$ cat config.mk
export PLATFORM = sky130hd
export DESIGN_NAME = ibuf_pingpong_ctrl
export DESIGN_NICKNAME = d
export VERILOG_FILES = /design/src/rtl/ibuf_pingpong_ctrl_pkg.sv /design/src/rtl/ibuf_pingpong_ctrl_pp_bank_state.sv /design/src/rtl/ibuf_pingpong_ctrl.sv
export SDC_FILE = /design/constraint.sdc
export NUM_CORES = 1
export LEC_CHECK = 0
export BUFFER_PORTS_ARGS = -buffer_cell sky130_fd_sc_hd__clkbuf_2
export CAP_MARGIN = 0
export CORE_MARGIN = 5
export CORE_UTILIZATION = 53
export DETAILED_ROUTE_END_ITERATION = 6
export GPL_ROUTABILITY_DRIVEN = 1
export PLACE_DENSITY = 0.87
export SLEW_MARGIN = 20
export SYNTH_ARGS = -nofsm -noshare
export SYNTH_HDL_FRONTEND = slang
export SYNTH_SLANG_ARGS = --single-unit
$ cat constraint.sdc
create_clock -name I_clk -period 5.2 [get_ports I_clk]
set_clock_uncertainty 0.15 [all_clocks]
set_input_delay 0.26 -clock I_clk [delete_from_list [all_inputs] [get_ports I_clk]]
set_output_delay 0.26 -clock I_clk [all_outputs]
set_load 0.01 [all_outputs]
$ cat src/rtl/ibuf_pingpong_ctrl_pkg.sv
// Shared definitions for the ping-pong input buffer controller.
// Bank-state encoding and the helper that says whether the write side may use a bank.
package ibuf_pingpong_ctrl_pkg;

    typedef enum logic [1:0] {
        BANK_EMPTY    = 2'd0,
        BANK_FILLING  = 2'd1,
        BANK_FULL     = 2'd2,
        BANK_DRAINING = 2'd3
    } bank_state_e;

    function automatic logic bank_writable(input bank_state_e s);
        return (s == BANK_EMPTY) || (s == BANK_FILLING);
    endfunction

endpackage

$ cat src/rtl/ibuf_pingpong_ctrl_pp_bank_state.sv
// Per-bank lifecycle FSM (EMPTY -> FILLING -> FULL -> DRAINING -> EMPTY) plus the fill length.
// Events for one bank are mutually exclusive by construction of the controller.
module pp_bank_state
    import ibuf_pingpong_ctrl_pkg::*;
#(
    parameter int ASIZE = 10
) (
    input  logic           clk,
    input  logic           rst,
    input  logic           fill_first,
    input  logic           fill_last,
    input  logic           drain_start,
    input  logic           drain_done,
    input  logic [ASIZE:0] len_in,
    output bank_state_e    state,
    output logic [ASIZE:0] len
);

    always_ff @(posedge clk or posedge rst) begin
        if (rst) begin
            state <= BANK_EMPTY;
            len   <= '0;
        end else begin
            if (fill_first) begin
                len <= len_in;
            end
            // A one-word fill asserts first and last together and lands directly in FULL.
            if (fill_last) begin
                state <= BANK_FULL;
            end else if (fill_first) begin
                state <= BANK_FILLING;
            end
            if (drain_start) begin
                state <= BANK_DRAINING;
            end
            if (drain_done) begin
                state <= BANK_EMPTY;
            end
        end
    end

endmodule

$ cat src/rtl/ibuf_pingpong_ctrl.sv
// Ping-pong controller for a two-bank input buffer held in an external dual-port RAM.
// Write handshake: a word transfers in any cycle where I_wvalid && O_wready; I_wvalid may not depend on O_wready.
module ibuf_pingpong_ctrl
    import ibuf_pingpong_ctrl_pkg::*;
#(
    parameter int DSIZE = 32,
    parameter int ASIZE = 10
) (
    input  logic             I_clk,
    input  logic             I_rst,
    input  logic [ASIZE:0]   I_wlen,
    input  logic             I_wvalid,
    input  logic [DSIZE-1:0] I_wdata,
    output logic             O_wready,
    output logic [ASIZE:0]   O_ram_waddr,
    output logic [DSIZE-1:0] O_ram_wdata,
    output logic             O_ram_wen,
    input  logic             I_rstart,
    output logic             O_rfull,
    output logic [ASIZE:0]   O_ram_raddr,
    output logic             O_ram_ren,
    input  logic [DSIZE-1:0] I_ram_rdata,
    output logic [DSIZE-1:0] O_rdata,
    output logic             O_rvalid,
    output logic             O_rlast,
    output logic             O_rdone,
    output logic [3:0]       O_bank_state
);

    logic             wbank;
    logic             rbank;
    logic [ASIZE-1:0] wptr;
    logic [ASIZE-1:0] rptr;
    logic             ready_en;
    logic             issuing;
    logic             rvalid_q;
    logic             rlast_q;

    bank_state_e      bstate [2];
    logic [ASIZE:0]   blen   [2];

    logic             wacc;
    logic             wfirst;
    logic             wlast;
    logic [ASIZE:0]   wlen_eff;
    logic             rstart_ok;
    logic             rlast_addr;
    logic [1:0]       fill_first_v;
    logic [1:0]       fill_last_v;
    logic [1:0]       drain_start_v;
    logic [1:0]       drain_done_v;

    always_comb begin
        // ready_en holds O_wready low through reset and releases it one clock later.
        O_wready      = ready_en && bank_writable(bstate[wbank]);
        wacc          = I_wvalid && O_wready;
        wfirst        = wacc && (bstate[wbank] == BANK_EMPTY);
        wlen_eff      = wfirst ? I_wlen : blen[wbank];
        wlast         = wacc && ({1'b0, wptr} == (wlen_eff - (ASIZE+1)'(1)));
        O_rfull       = (bstate[rbank] == BANK_FULL);
        rstart_ok     = I_rstart && O_rfull && !issuing && !rlast_q;
        rlast_addr    = issuing && ({1'b0, rptr} == (blen[rbank] - (ASIZE+1)'(1)));

        fill_first_v  = wfirst     ? (wbank ? 2'b10 : 2'b01) : 2'b00;
        fill_last_v   = wlast      ? (wbank ? 2'b10 : 2'b01) : 2'b00;
        drain_start_v = rstart_ok  ? (rbank ? 2'b10 : 2'b01) : 2'b00;
        drain_done_v  = rlast_q    ? (rbank ? 2'b10 : 2'b01) : 2'b00;
    end

    for (genvar g = 0; g < 2; g++) begin : g_bank
        pp_bank_state #(
            .ASIZE(ASIZE)
        ) u_bank (
            .clk        (I_clk),
            .rst        (I_rst),
            .fill_first (fill_first_v[g]),
            .fill_last  (fill_last_v[g]),
            .drain_start(drain_start_v[g]),
            .drain_done (drain_done_v[g]),
            .len_in     (I_wlen),
            .state      (bstate[g]),
            .len        (blen[g])
        );
    end

    always_ff @(posedge I_clk or posedge I_rst) begin
        if (I_rst) begin
            ready_en <= 1'b0;
            wbank    <= 1'b0;
            wptr     <= '0;
            rbank    <= 1'b0;
            rptr     <= '0;
            issuing  <= 1'b0;
            rvalid_q <= 1'b0;
            rlast_q  <= 1'b0;
        end else begin
            ready_en <= 1'b1;

            if (wacc) begin
                if (wlast) begin
                    wbank <= ~wbank;
                    wptr  <= '0;
                end else begin
                    wptr  <= wptr + 1'b1;
                end
            end

            // One address per cycle once a drain starts; no stall path exists.
            if (rstart_ok) begin
                issuing <= 1'b1;
                rptr    <= '0;
            end else if (issuing) begin
                if (rlast_addr) begin
                    issuing <= 1'b0;
                end else begin
                    rptr    <= rptr + 1'b1;
                end
            end

            rvalid_q <= issuing;
            rlast_q  <= rlast_addr;

            // The last word returns this cycle: release the bank and move to the other one.
            if (rlast_q) begin
                rbank <= ~rbank;
                rptr  <= '0;
            end
        end
    end

    assign O_ram_wen    = wacc;
    assign O_ram_waddr  = wacc ? {wbank, wptr} : '0;
    assign O_ram_wdata  = wacc ? I_wdata : '0;
    assign O_ram_ren    = issuing;
    assign O_ram_raddr  = issuing ? {rbank, rptr} : '0;
    assign O_rvalid     = rvalid_q;
    assign O_rdata      = rvalid_q ? I_ram_rdata : '0;
    assign O_rlast      = rlast_q;
    assign O_rdone      = rlast_q;
    assign O_bank_state = {bstate[1], bstate[0]};

endmodule

==> flow_summary.toml, run 1 <==
[sta]
finalHoldViolations = 52
setup_slack_ns = 1.090
fin_crit_ns = 4.110
relSlewSlack_pct = 28.28
slew_violations = 0
tns_ns = 0
setup_viol = 0
max_clock_freq_mhz = 243.3
tightest_slew_ns = 1.076
hold_ws_ns = -0.06123
rsz0062_at_grt = "no"
fin_crit_sh_pct = 79.03

[clock_network]
cts-root-buf = "clkbuf_8"
clkSlewWorstSetupHoldPaths_ns = 0.10
post_cts_buffers = 0
cts.sinks = 52
cts_tree = "yes"
h-tree-depth = 2
clock_path_buffers = 2
cts_buffers = 5
clkLatencyLatePin_ns = 0.31
post_cts_resized = 0
ctsHoldBuffers = 0

[placement]
gp_congestion = 0.9566
placed_cell_area_sq_um = 5076
preCtsSetupSlack_ns = 1.160
hpwl_mm = 9.447
numPortBuffers = 175

[floorplan]
die_area_sq_um = 9782
die_y_um = 98.91
core_sq_um = 7727
rows = 32
die_x_um = 98.91
io_pins = 176
start_util_pct = 54.21

[outcome]
violations = "hold timing"
outcome = "finished with violations"

[layout]
final_area_sq_um = 5167
multi_input_area_sq_um = 2700
ff_latch_area_sq_um = 1301
antennaDiodeCount = 0
area_growth_pct = 23.36
drive_gt1_share_pct = 38.83
fill_cells = 653
final_core_util_pct = 66.87
nNetsFinal = 700

[synthesis]
ys_async_sr_fraction_pct = 100.0
yosysTopAreaCell = "dfrtp_1"
synthTopCellsByArea = "dfrtp_1, mux2_2, and2_1"
synthTopCellsByCount = "dfrtp_1, and2_1, and3_1"
synth_fp_nets = 542
avgSynthCellArea_sq_um = 9.126
synthCells = 459
synth_seq_cells = 52
synth_warnings = 0
ys_seq_area_share_pct = 31.06
synth.most_common_cell = "dfrtp_1"
netlist-cell-type-count = 60
synth_edf_count = 0
yosysTopAreaCellShare_pct = 31.06
dominantRegCellSynth = "dfrtp_1"
netlist_area_sq_um = 4189

[detailed_routing]
highest_layer = "met4"
ant_nets = 0
wl_mm = 12.00
via_per_inst = 5.576
remaining_drc_errors = 0
met3_length_um = 911
drt_iter0_drc = 166
vias = 4015
wire_per_inst_um = 16.67
drt_pass1_iterations = 4
wl_met2_mm = 5.986
drt-met1-wl_mm = 5.006

[worst_setup_path]
crit_path_max_fanout = 14
critPathCaptureType = "register"
crit_arrival_ns = 4.15
worstPathRequired_ns = 5.24
crit_type = "register to register"
start_kind = "register"

[pwr]
leakage_nw = 2.636
power_frac_seq_pct = 35.1
p_comb_share_pct = 53.1
p_sw_share_pct = 44.52
netSwitchingPower_mw = 0.9218
ir_drop_mv = 0.2137
powerDensity_nw_per_um2 = 400.7
power.clock.fraction_pct = 11.8
internal_power_mw = 1.149

[grt]
grt_pass1_vias = 3851
grt_pass1_wl_mm = 19.13
grt_antenna_before_repair = 0
grt_overflow_total = 0
grt_max_degree = 53
grt_use_total_pct = 23.46

[min_path]
hold_path.class = "input pin to asynchronous set/reset pin"

[run]
drv_cap = 0
## power by group through the flow
stage	clock, mW	combinational (mW)	sequential (mW)
after global placement	0	1.06	0.717
final	0.244	1.10	0.727
after floorplan	0	0.865	0.630
after global routing	0.263	1.21	0.749
after CTS	0.250	1.10	0.722
after detailed placement	0	1.10	0.729
## state kept, by name, indices dropped and copies added, names as in the netlist
name / count
O_ram_ren: 1
O_rdone: 1
O_rvalid: 1
g_bank.u_bank.len: 22
g_bank.u_bank.state: 4
rbank: 1
ready_en: 1
rptr: 10
wbank: 1
wptr: 10
## critical path, cell delays in order (launching register included)
cell and delay (ns):
dfrtp_1 0.75, mux2_2 0.43, nor3_2 0.35, nor2_1 0.10
a21oi_1 0.14, ha_1 0.22, xnor2_1 0.19, xnor2_1 0.17
a21oi_1 0.09, a211oi_1 0.18, and3_1 0.18, o2111ai_1 0.17
a211oi_4 0.38, and2_1 0.40, xor2_2 0.10
## metrics by stage
step           hold WS [ns]  cells  power (mW)
2_1_floorplan        0.2616    459       1.496
3_3_place_gp         0.3905    712       1.781
3_5_place_dp         0.4012    712       1.825
4_1_cts             0.07750    720       2.073
5_1_grt             0.01317    720       2.219
6_report           -0.06123    720       2.071
## layout by cell type, fill, tap and decap left out, drive strengths merged, types with 18 or more instances in the layout
cell	netlist	layout
and3	43	43
clkbuf	17	180
nor3	19	19
mux2i	25	25
nor2	34	34
dfrtp	52	52
mux2	34	34
and2	48	48
nand2	18	18
xor2	18	18
xnor2	27	27
## cell families after synthesis
kind of cell               count (synthesis)  share of synthesized area (%)
and+or+nand+nor                          210                          28.70
muxes                                     59                          16.16
DFF                                       52                          31.06
AOI/OAI and AO/OA                         50                          8.722
xor gates and xnor gates                  45                          9.588
buffers and inverters                     38                          4.480
adders and majority gates                  4                          1.195
other                                      1                        0.08952
## cell type report
class,instances,area share (%)
multi-input combinational,369,52.25
sequential,52,25.18
timing repair buffer,180,17.68
tap,102,2.470
clock buffer,5,1.332
inverter,9,0.6780
clock inverter,3,0.4116
## final timing paths
kind                            slack (ns)                  endpoint  cells past startpoint                    start
max in group asynchronous             4.42                   wptr[0]                      2                    I_rst
min in group I_clk                    0.09  g_bank[1].u_bank.len[10]                      2               I_wlen[10]
worst max-delay path                  1.09                     wbank                     14                    wbank
worst min register to register        0.43   g_bank[0].u_bank.len[7]                      1  g_bank[0].u_bank.len[7]
worst max register to register        1.09                     wbank                     14                    wbank
worst min-delay path                 -0.06                     rbank                      2                    I_rst
## metal layers
metal | global-route usage [%] | vias to the layer above
li1 | - | 1926
met1 | 29.79 | 1930
met2 | 41.43 | 147
met3 | 4.529 | 12
met4 | 4.832 | 0
met5 | 0 | -
(Power assumes the default switching activity.)
==> run 2, diff against run 1 <==
- ABC_AREA: not set -> 1
- CORE_UTILIZATION: 53 -> 45
- PLACE_DENSITY: 0.87 -> 0.78
- clock period: 5.2 -> 3.35 ns (I/O delays scaled with it)
==> flow_summary.toml, run 2 <==
[floorplan]
rows = 36
start_util_pct = 45.72
core_sq_um = 9684
die_y_um = 109.2
die_x_um = 109.2
die_area_sq_um = 11920
io_pins = 176

[clock_network]
cts_tree = "yes"
clock_path_buffers = 2
clkSlewWorstSetupHoldPaths_ns = 0.11
post_cts_buffers = 0
clkLatencyLatePin_ns = 0.33
cts_buffers = 5
cts-root-buf = "clkbuf_8"
h-tree-depth = 2
cts.sinks = 52

[placement]
hpwl_mm = 10.19
numPortBuffers = 175
gp_congestion = 0.9638
dp_cells = 1021
preCtsSetupSlack_ns = 0.2955

[worst_setup_path]
crit_arrival_ns = 3.06
worstPathRequired_ns = 3.42
reg2reg_to = "wptr[7]"
crit_type = "register to register"
crit_path_frequent_cell = "nand2_1"
rrSetupSlack_ns = 0.36
path_cells = "nand2_1 > nand2_1 > nor2_4 > nand3_2 > nand2_1 > nand2_1 > ha_1 > xor2_1 > nand3_1 > nor2_1 > nand2_1 > nor2_1 > nand2_1 > nor2_4 > nand3_2 > nor3b_1"
startpoint = "wbank"
r2r_cells = 16
slowest_stage = "dfrtp_1"
endpoint = "wptr[7]"
start_kind = "register"
crit_path_max_fanout = 14
r2r_start = "wbank"
slowest_delay_ns = 0.45
critPathCaptureType = "register"

[pwr]
p_comb_share_pct = 30.7
internal_power_mw = 1.023
power_frac_seq_pct = 45.1
power.clock.fraction_pct = 24.2
ir_drop_mv = 0.2558
p_sw_share_pct = 37.39
netSwitchingPower_mw = 0.6110
leakage_nw = 3.635
powerDensity_nw_per_um2 = 294.9

[sta]
setup_viol = 0
max_clock_freq_mhz = 334.4
rsz0062_at_grt = "no"
finalHoldViolations = 1
setup_slack_ns = 0.3597
tightest_slew_ns = 0.9201
slew_violations = 0
tns_ns = 0
fin_crit_sh_pct = 89.26
fin_crit_ns = 2.990
relSlewSlack_pct = 38.66
hold_ws_ns = -0.002065

[run]
drv_cap = 0

[grt]
grt_max_degree = 38
grt_overflow_total = 0
grt_antenna_before_repair = 0
grt_pass1_vias = 4360
grt_pass1_wl_mm = 19.42
grt_use_total_pct = 20.16

[synthesis]
synth.most_common_cell = "nand2_1"
dominantRegCellSynth = "dfrtp_1"
synth_edf_count = 0
synthCells = 733
netlist-cell-type-count = 38
synth_warnings = 0
avgSynthCellArea_sq_um = 6.041
ys_async_sr_fraction_pct = 100.0
synth_seq_cells = 52
netlist_area_sq_um = 4428
synth_fp_nets = 816
yosysTopAreaCellShare_pct = 29.39
yosysTopAreaCell = "dfrtp_1"
synthTopCellsByArea = "dfrtp_1, nand2_1, inv_1"
ys_seq_area_share_pct = 29.39
synthTopCellsByCount = "nand2_1, inv_1, nor2_1"

[layout]
top_register = "g_bank.u_bank.len"
fin_cells = 1037
drive_gt1_share_pct = 25.22
mostFrequentLayoutCell = "nand2_1"
final_cell_mix = "nand2_1, clkbuf_2, inv_1"
largest_register_ffs = 22
nNetsFinal = 986
top_regs = "g_bank.u_bank.len: 22 flops, rptr: 10 flops, wptr: 10 flops"
final_core_util_pct = 57.21
area_growth_pct = 25.12
antennaDiodeCount = 0

[detailed_routing]
wire_per_inst_um = 11.90
drt_pass1_iterations = 5
drt_iter0_drc = 265
vias = 4865
ant_nets = 0
via_per_inst = 4.691
remaining_drc_errors = 0
wl_mm = 12.34

[outcome]
violations = "hold timing"
outcome = "finished with violations"

[min_path]
hold_path.class = "input pin to register"
min_path_cells = 3
[run 2: metal layers]
layer | share of wire (%) | track usage [%] | up-vias
met5 | 0 | 0 | -
met4 | 1.5 | 5.521 | 0
met3 | 7.7 | 3.138 | 19
met2 | 49 | 35.13 | 159
met1 | 42 | 25.88 | 2144
li1 | - | - | 2543
[run 2: final cells by class]
class | count | area, sq um
clock buffer | 5 | 68.82
fill | 985 | 4144
tap | 133 | 166.4
multi-input combinational | 485 | 2340
timing repair buffer | 188 | 993.5
sequential | 52 | 1301
inverter | 171 | 644.4
clock inverter | 3 | 26.28
[run 2: stage by stage]
| stage | power (mW) | instance area (sq um) | hold WS [ns] |
|---|---|---|---|
| after global routing | 1.743 | 5540 | 0.01256 |
| final | 1.634 | 5540 | -0.002065 |
| after floorplan | 1.053 | 4428 | 0.1981 |
| after global placement | 1.239 | 5365 | 0.1412 |
| after detailed placement | 1.243 | 5365 | 0.1463 |
| after CTS | 1.642 | 5540 | 0.002369 |
[run 2: worst min path at each step]
| stage | end | from | slack (ns) |
|---|---|---|---|
| 6_report | g_bank[1].u_bank.len[6] | I_wlen[6] | -0.002 |
| 5_1_grt | g_bank[0].u_bank.len[9] | I_wlen[9] | 0.01 |
| 4_1_cts | g_bank[0].u_bank.len[8] | I_wlen[8] | 0.002 |
| 3_5_place_dp | g_bank[0].u_bank.len[2] | I_rst | 0.15 |
| 3_3_place_gp | g_bank[0].u_bank.len[2] | I_rst | 0.14 |
| 2_1_floorplan | O_ram_ren | I_rstart | 0.20 |
[run 2: cell families after synthesis]
group                      Yosys count  share of synthesized area (%)
xor gates and xnor gates            22                          4.352
other                                1                        0.08469
DFF                                 52                          29.39
and+or+nand+nor                    386                          37.84
adders and majority gates            4                          1.130
muxes                                1                         0.2261
AOI/OAI and AO/OA                   71                          9.212
buffers and inverters              196                          17.77
[run 2: worst max-delay path: cells and delay by family (launching register included)]
| family | cells | cell delay, ns |
|---|---|---|
| xor gates and xnor gates | 1 | 0.15 |
| DFF | 1 | 0.45 |
| and+or+nand+nor | 14 | 1.81 |
| adders and majority gates | 1 | 0.33 |
[run 2: repair_timing]
action / 4_1_cts / 5_1_grt
hold buffers: 8 / 0
setup endpoints to repair: 0 / 7
hold endpoints to repair: 42 / 0
resized for setup: 0 / 1
[run 2: power groups by stage]
stage	clock, mW	combinational [mW]	sequential (mW)
floorplan	0	0.327	0.726
global placement	0	0.490	0.749
detailed placement	0	0.495	0.748
CTS	0.402	0.504	0.736
global route	0.427	0.572	0.744
finish	0.395	0.502	0.737
